`config.mk`:
```
export PLATFORM = sky130hd
export DESIGN_NAME = button_event_ctrl
export DESIGN_NICKNAME = d
export VERILOG_FILES = /design/src/rtl/btn_evt_pkg.sv /design/src/rtl/btn_evt_fifo.sv /design/src/rtl/button_event_ctrl.sv
export SDC_FILE = /design/constraint.sdc
export NUM_CORES = 1
export LEC_CHECK = 0
export CORE_ASPECT_RATIO = 0.7
export CORE_MARGIN = 2
export CORE_UTILIZATION = 40
export CTS_BUF_LIST = sky130_fd_sc_hd__clkbuf_8
export DETAILED_ROUTE_END_ITERATION = 10
export PLACE_DENSITY = 0.64
export SLEW_MARGIN = 10
export SYNTH_ARGS = -nofsm -noshare
export SYNTH_HDL_FRONTEND = slang
export SYNTH_HIERARCHICAL = 1
export SYNTH_SLANG_ARGS = --single-unit
```
`constraint.sdc`:
```
create_clock -name clk -period 3.6 [get_ports clk]
set_input_delay 0.36 -clock clk [delete_from_list [all_inputs] [get_ports clk]]
set_output_delay 0.36 -clock clk [all_outputs]
set_load 0.05 [all_outputs]
```
`src/rtl/btn_evt_pkg.sv`:
```
// Shared encodings for the button event controller: event types and hold FSM states.
package btn_evt_pkg;

    typedef enum logic [1:0] {
        EVT_PRESS   = 2'b00,
        EVT_RELEASE = 2'b01,
        EVT_LONG    = 2'b10
    } evt_type_e;

    typedef enum logic [1:0] {
        IDLE      = 2'b00,
        PRESSED   = 2'b01,
        LONG_HELD = 2'b10
    } hold_state_e;

endpackage

```
`src/rtl/btn_evt_fifo.sv`:
```
// Synchronous first-word fall-through FIFO with occupancy count.
// Pop on empty is ignored; push while full is accepted only alongside a pop.
module btn_evt_fifo #(
    parameter int unsigned WIDTH = 4,
    parameter int unsigned DEPTH = 4
) (
    input  logic                     clk,
    input  logic                     reset,
    input  logic                     push,
    input  logic [WIDTH-1:0]         push_data,
    input  logic                     pop,
    output logic [WIDTH-1:0]         rd_data_c,
    output logic [$clog2(DEPTH):0]   count,
    output logic                     full_c,
    output logic                     empty_c
);

    localparam int unsigned PTR_W = $clog2(DEPTH);
    localparam int unsigned CNT_W = PTR_W + 1;

    logic [WIDTH-1:0] mem_q [DEPTH];
    logic [PTR_W-1:0] wr_ptr_q, wr_ptr_d;
    logic [PTR_W-1:0] rd_ptr_q, rd_ptr_d;
    logic [CNT_W-1:0] count_q, count_d;
    logic             do_push, do_pop;

    always_comb begin
        empty_c  = (count_q == '0);
        full_c   = (count_q == CNT_W'(DEPTH));
        do_pop   = pop & ~empty_c;
        do_push  = push & (~full_c | do_pop);
        wr_ptr_d = wr_ptr_q;
        rd_ptr_d = rd_ptr_q;
        count_d  = count_q;
        // Depth is a power of two, so pointer overflow is the modulo wrap.
        if (do_push) wr_ptr_d = wr_ptr_q + PTR_W'(1);
        if (do_pop)  rd_ptr_d = rd_ptr_q + PTR_W'(1);
        case ({do_push, do_pop})
            2'b10:   count_d = count_q + CNT_W'(1);
            2'b01:   count_d = count_q - CNT_W'(1);
            default: count_d = count_q;
        endcase
    end

    always_ff @(posedge clk or negedge reset) begin
        if (!reset) begin
            wr_ptr_q <= '0;
            rd_ptr_q <= '0;
            count_q  <= '0;
        end else begin
            wr_ptr_q <= wr_ptr_d;
            rd_ptr_q <= rd_ptr_d;
            count_q  <= count_d;
        end
    end

    always_ff @(posedge clk) begin
        if (do_push) mem_q[wr_ptr_q] <= push_data;
    end

    assign rd_data_c = mem_q[rd_ptr_q];
    assign count     = count_q;

endmodule

```
`src/rtl/button_event_ctrl.sv`:
```
// Debounced button levels -> PRESS/RELEASE/LONG events, one pending slot per button,
// round-robin arbitration into an event FIFO read over valid/ready.
module button_event_ctrl
    import btn_evt_pkg::*;
#(
    parameter int unsigned N_BTN          = 2,
    parameter int unsigned LONG_PRESS_CYC = 50000000,
    parameter int unsigned FIFO_DEPTH     = 4
) (
    input  logic                          clk,
    input  logic                          reset,
    input  logic [N_BTN-1:0]              btn_db,
    output logic                          evt_valid,
    input  logic                          evt_ready,
    output logic [$clog2(N_BTN)-1:0]      evt_id,
    output logic [1:0]                    evt_type,
    output logic [$clog2(FIFO_DEPTH):0]   fifo_count,
    output logic                          overflow,
    input  logic                          clr_ovf
);

    localparam int unsigned ID_W  = $clog2(N_BTN);
    localparam int unsigned CNT_W = $clog2(LONG_PRESS_CYC);
    localparam int unsigned EVT_W = ID_W + 2;
    localparam logic [CNT_W-1:0] LONG_LAST = CNT_W'(LONG_PRESS_CYC - 1);

    logic [N_BTN-1:0]  prev_q, prev_d, rise, fall;
    hold_state_e       state_q [N_BTN];
    hold_state_e       state_d [N_BTN];
    logic [CNT_W-1:0]  cnt_q   [N_BTN];
    logic [CNT_W-1:0]  cnt_d   [N_BTN];
    logic [N_BTN-1:0]  raise;
    evt_type_e         raise_type [N_BTN];

    logic [N_BTN-1:0]  pend_vld_q, pend_vld_d;
    evt_type_e         pend_type_q [N_BTN];
    evt_type_e         pend_type_d [N_BTN];

    logic [ID_W-1:0]   rr_q, rr_d, grant_idx;
    logic [N_BTN-1:0]  grant;
    logic              grant_any;
    int unsigned       idx, nxt;

    logic              ovf_q, ovf_d, drop;
    logic              fifo_full_c, fifo_empty_c, can_push;
    logic [EVT_W-1:0]  head_c;

    // Per-button hold FSMs
    always_comb begin
        prev_d = btn_db;
        rise   = btn_db & ~prev_q;
        fall   = ~btn_db & prev_q;
        raise  = '0;
        for (int i = 0; i < N_BTN; i++) begin
            state_d[i]    = state_q[i];
            cnt_d[i]      = cnt_q[i];
            raise_type[i] = EVT_PRESS;
            case (state_q[i])
                IDLE: begin
                    if (rise[i]) begin
                        state_d[i] = PRESSED;
                        cnt_d[i]   = '0;
                        raise[i]   = 1'b1;
                    end
                end
                PRESSED: begin
                    if (fall[i]) begin
                        state_d[i]    = IDLE;
                        raise[i]      = 1'b1;
                        raise_type[i] = EVT_RELEASE;
                    end else begin
                        cnt_d[i] = cnt_q[i] + CNT_W'(1);
                        if (cnt_d[i] == LONG_LAST) begin
                            state_d[i]    = LONG_HELD;
                            raise[i]      = 1'b1;
                            raise_type[i] = EVT_LONG;
                        end
                    end
                end
                LONG_HELD: begin
                    if (fall[i]) begin
                        state_d[i]    = IDLE;
                        raise[i]      = 1'b1;
                        raise_type[i] = EVT_RELEASE;
                    end
                end
                default: state_d[i] = IDLE;
            endcase
        end
    end

    // Round-robin grant of one pending slot whenever the FIFO can take a push
    always_comb begin
        can_push  = ~fifo_full_c | (evt_ready & ~fifo_empty_c);
        grant_any = 1'b0;
        grant_idx = '0;
        grant     = '0;
        idx       = 0;
        nxt       = 0;
        rr_d      = rr_q;
        if (can_push) begin
            for (int unsigned off = 0; off < N_BTN; off++) begin
                idx = 32'(rr_q) + off;
                if (idx >= N_BTN) idx = idx - N_BTN;
                if (!grant_any && pend_vld_q[ID_W'(idx)]) begin
                    grant_any = 1'b1;
                    grant_idx = ID_W'(idx);
                end
            end
        end
        if (grant_any) begin
            grant[grant_idx] = 1'b1;
            nxt  = 32'(grant_idx) + 1;
            rr_d = (nxt >= N_BTN) ? '0 : ID_W'(nxt);
        end
    end

    // Pending slots: a granted slot frees up in time to take this cycle's event
    always_comb begin
        drop = 1'b0;
        for (int i = 0; i < N_BTN; i++) begin
            pend_vld_d[i]  = pend_vld_q[i] & ~grant[i];
            pend_type_d[i] = pend_type_q[i];
            if (raise[i]) begin
                if (pend_vld_q[i] && !grant[i]) begin
                    drop = 1'b1;
                end else begin
                    pend_vld_d[i]  = 1'b1;
                    pend_type_d[i] = raise_type[i];
                end
            end
        end
        ovf_d = (ovf_q & ~clr_ovf) | drop;
    end

    always_ff @(posedge clk or negedge reset) begin
        if (!reset) begin
            prev_q     <= '0;
            pend_vld_q <= '0;
            rr_q       <= '0;
            ovf_q      <= 1'b0;
            for (int i = 0; i < N_BTN; i++) begin
                state_q[i]     <= IDLE;
                cnt_q[i]       <= '0;
                pend_type_q[i] <= EVT_PRESS;
            end
        end else begin
            prev_q      <= prev_d;
            pend_vld_q  <= pend_vld_d;
            rr_q        <= rr_d;
            ovf_q       <= ovf_d;
            state_q     <= state_d;
            cnt_q       <= cnt_d;
            pend_type_q <= pend_type_d;
        end
    end

    btn_evt_fifo #(
        .WIDTH (EVT_W),
        .DEPTH (FIFO_DEPTH)
    ) u_fifo (
        .clk       (clk),
        .reset     (reset),
        .push      (grant_any),
        .push_data ({grant_idx, pend_type_q[grant_idx]}),
        .pop       (evt_ready),
        .rd_data_c (head_c),
        .count     (fifo_count),
        .full_c    (fifo_full_c),
        .empty_c   (fifo_empty_c)
    );

    // Head fields are forced to zero while empty so stale storage never shows
    assign evt_valid = ~fifo_empty_c;
    assign evt_id    = fifo_empty_c ? '0 : head_c[EVT_W-1:2];
    assign evt_type  = fifo_empty_c ? 2'b00 : head_c[1:0];
    assign overflow  = ovf_q;

endmodule

```
==> flow_summary.toml <==
[min_path]
worstHoldPathType = "input pin to asynchronous set/reset pin"

[setup_path]
r2r_cells = 9
slowest_stage = "dfrtp_1"
worstPathArrival_ns = 3.40
critPathTopFamily = "simple AND/OR/NAND/NOR gates"
crit_required_ns = 3.88
cp_num_cells = 9
cp-end-kind = "flop"
startpoint_type = "flop"
path_buf_inv = 0
critPathMaxStageDelay_ns = 0.50
cp_max_fo = 10
crit_type = "flop to flop"
path_cells = "ha_1 > nand3_2 > nor3_4 > nand3_1 > nor3_1 > o2111ai_2 > o41a_1 > a21o_1 > a221oi_2"

[clock_tree]
ctsRootBufferMaster = "clkbuf_8"
clockBufferDepth = 2
clk_latency_ns = 0.38
cts_max_level = 3
cts_tree = "done"
post_cts_buffers = 0
holdBufCountCts = 0
cts_sinks = 85
clk_pin_slew_worst_paths_ns = 0.10
numCtsBuffers = 9
ctsResizeCount = 0

[logic_synthesis]
synth_top_cells_by_count = "o21ai_0, dfrtp_1, nor2_1, nand2_1, a21oi_1"
synth-seq-area-share = 0.4074
synth_area_leaders = "dfrtp_1, o21ai_0, edfxtp_1, ha_1, nor2_1"
ys_warn_count = 6
synth-seq-cells = 85
avgSynthCellArea_sq_um = 8.787
synthArstFlopShare = 0.8588
synth.cell_area_sq_um = 5369
post-synth-top-area-fraction = 0.3402
synthCells = 611
ys_dominant_reg_cell = "dfrtp_1"
synth_area_leader_cell = "dfrtp_1"
synth.most_common_cell = "o21ai_0"
synth_fp_nets = 635
synth-edff-count = 12
ys_types = 71

[routing]
drt_iter0_drc = 409
firstDrtPassIters = 5
vias = 4585
drt_wl_total_um = 11940
ant_nets = 0
wire_per_inst_um = 15.35
via_per_inst = 5.893
drcViolationCount = 0

[floorplan]
initial_core_util = 0.4087
rows = 35
die_y_um = 100.9
top_level_ports = 14
coreArea_sq_um = 13140
dieArea_sq_um = 14380
die_w_um = 142.5

[timing]
slew_headroom = 0.3506
drv_slew = 0
hold_violations = 0
fin_skew_ns = 0.02154
setup_violations = 0
post-route-min-period_ns = 3.116
tns_ns = 0
worst_pin_slew_ns = 0.9740
fin_crit_sh = 0.8656
setup_ws_ns = 0.4839
rsz0062_at_grt = "false"
fmax_ghz = 0.3209

[placed_design]
gp_congestion = 0.9066
io_buffers = 13
pre_cts_ws_ns = 0.5388
placed_cell_area_sq_um = 5614
hpwl_um = 8430

[power_and_ir_drop]
p_per_area_nw_per_um2 = 593.5
vdd_drop_max_mv = 0.2238
p_leak_nw = 2.298
fin_total_pwr_mw = 3.444

[global_route]
grt_pass1_vias = 4075
grt_overflow = 0
grt_max_degree = 74
top_usage_layer = "met1"
grt_pass1_wl_um = 20540
track_usage = 0.1765
antenna_found_initial = 0
met3_usage = 0.03895
grtUsageMet1 = 0.2800
grt_util_met2 = 0.2415

[cells_and_area]
layout.nets = 631
drive_above_1_share = 0.08987
fin_area_sq_um = 5803
area_growth_pct = 8.087
num_antenna_cells = 0

[run_status]
status = "finished clean"

[job]
cap_violations = 0
==> final timing paths <==
kind / startpoint / endpoint / slack (ns)
setup / recovery: cnt_q[0]$_DFFE_PN0P_ / state_q[1]$_DFFE_PN0P_ / 0.48
hold / removal: reset / cnt_q[32]$_DFFE_PN0P_ / 0.11
setup reg to reg: cnt_q[0]$_DFFE_PN0P_ / state_q[1]$_DFFE_PN0P_ / 0.48
hold reg to reg: pend_type_q[2]$_DFFE_PN0P_ / pend_type_q[2]$_DFFE_PN0P_ / 0.50
max in group asynchronous: reset / cnt_q[0]$_DFFE_PN0P_ / 2.83
min in group clk: btn_db[0] / prev_q[0]$_DFF_PN0_ / 0.50
==> cells by family (layout without fill, tap and decap cells) <==
group,after synthesis,count (layout),synth area share
AOI/OAI and AO/OA,185,185,0.2167
xor gates and xnor gates,16,16,0.02610
adders and majority gates,18,18,0.04335
buffers and inverters,57,58,0.04195
DFF,85,85,0.4074
muxes,10,10,0.02726
and+or+nand+nor,240,240,0.2372
==> flip-flops by register name, indices dropped and copies added (netlist names), 3 cells and up <==
name / flops
cnt_q: 52
pend_type_q: 4
state_q: 4
u_fifo/count: 3
u_fifo/mem_q: 12
==> routing by layer <==
layer  up-vias  share of wire
met4         0         0.0090
met5         -              0
met1      2228           0.52
met3        12          0.060
met2       117           0.41
li1       2228              -
==> layout make-up <==
| cell class | instances | area (sq um) |
|---|---|---|
| well taps | 166 | 207.7 |
| clock buffers | 9 | 123.9 |
| multi-input cells | 469 | 2964 |
| inverters | 24 | 90.09 |
| fillers | 1264 | 7335 |
| flip-flops and latches | 85 | 2187 |
| repair buffers | 18 | 165.2 |
| clock inverters | 7 | 65.06 |
==> power by group <==
group	internal (mW)	switching, mW	total, mW
registers	1.17	0.181	1.35
logic	0.548	0.874	1.42
clock network	0.267	0.402	0.669
total	1.99	1.46	3.44
==> cells in the final DEF, fill, tap and decap left out, types with 9 or more instances in the layout <==
master	Yosys	layout
nand4_1	15	15
nand3_1	26	26
clkdlybuf4s50_1	0	12
clkbuf_8	0	9
nand2_1	53	53
o21ai_0	82	80
ha_1	17	17
nor2_1	54	54
inv_1	24	24
o31ai_1	18	18
and3_1	13	13
a21oi_1	31	31
nor3_1	15	15
edfxtp_1	12	12
dfrtp_1	73	73
==> per-stage QoR <==
stage	util	hold slack, ns	std cells
after detailed placement	0.4273	0.4851	762
after global placement	0.4273	0.4795	762
after CTS	0.4417	0.1686	778
final	0.4417	0.1079	778
after floorplan	-	0.06441	611
after global routing	0.4417	0.2042	778
Note: power is estimated with default switching activity, not from simulation.
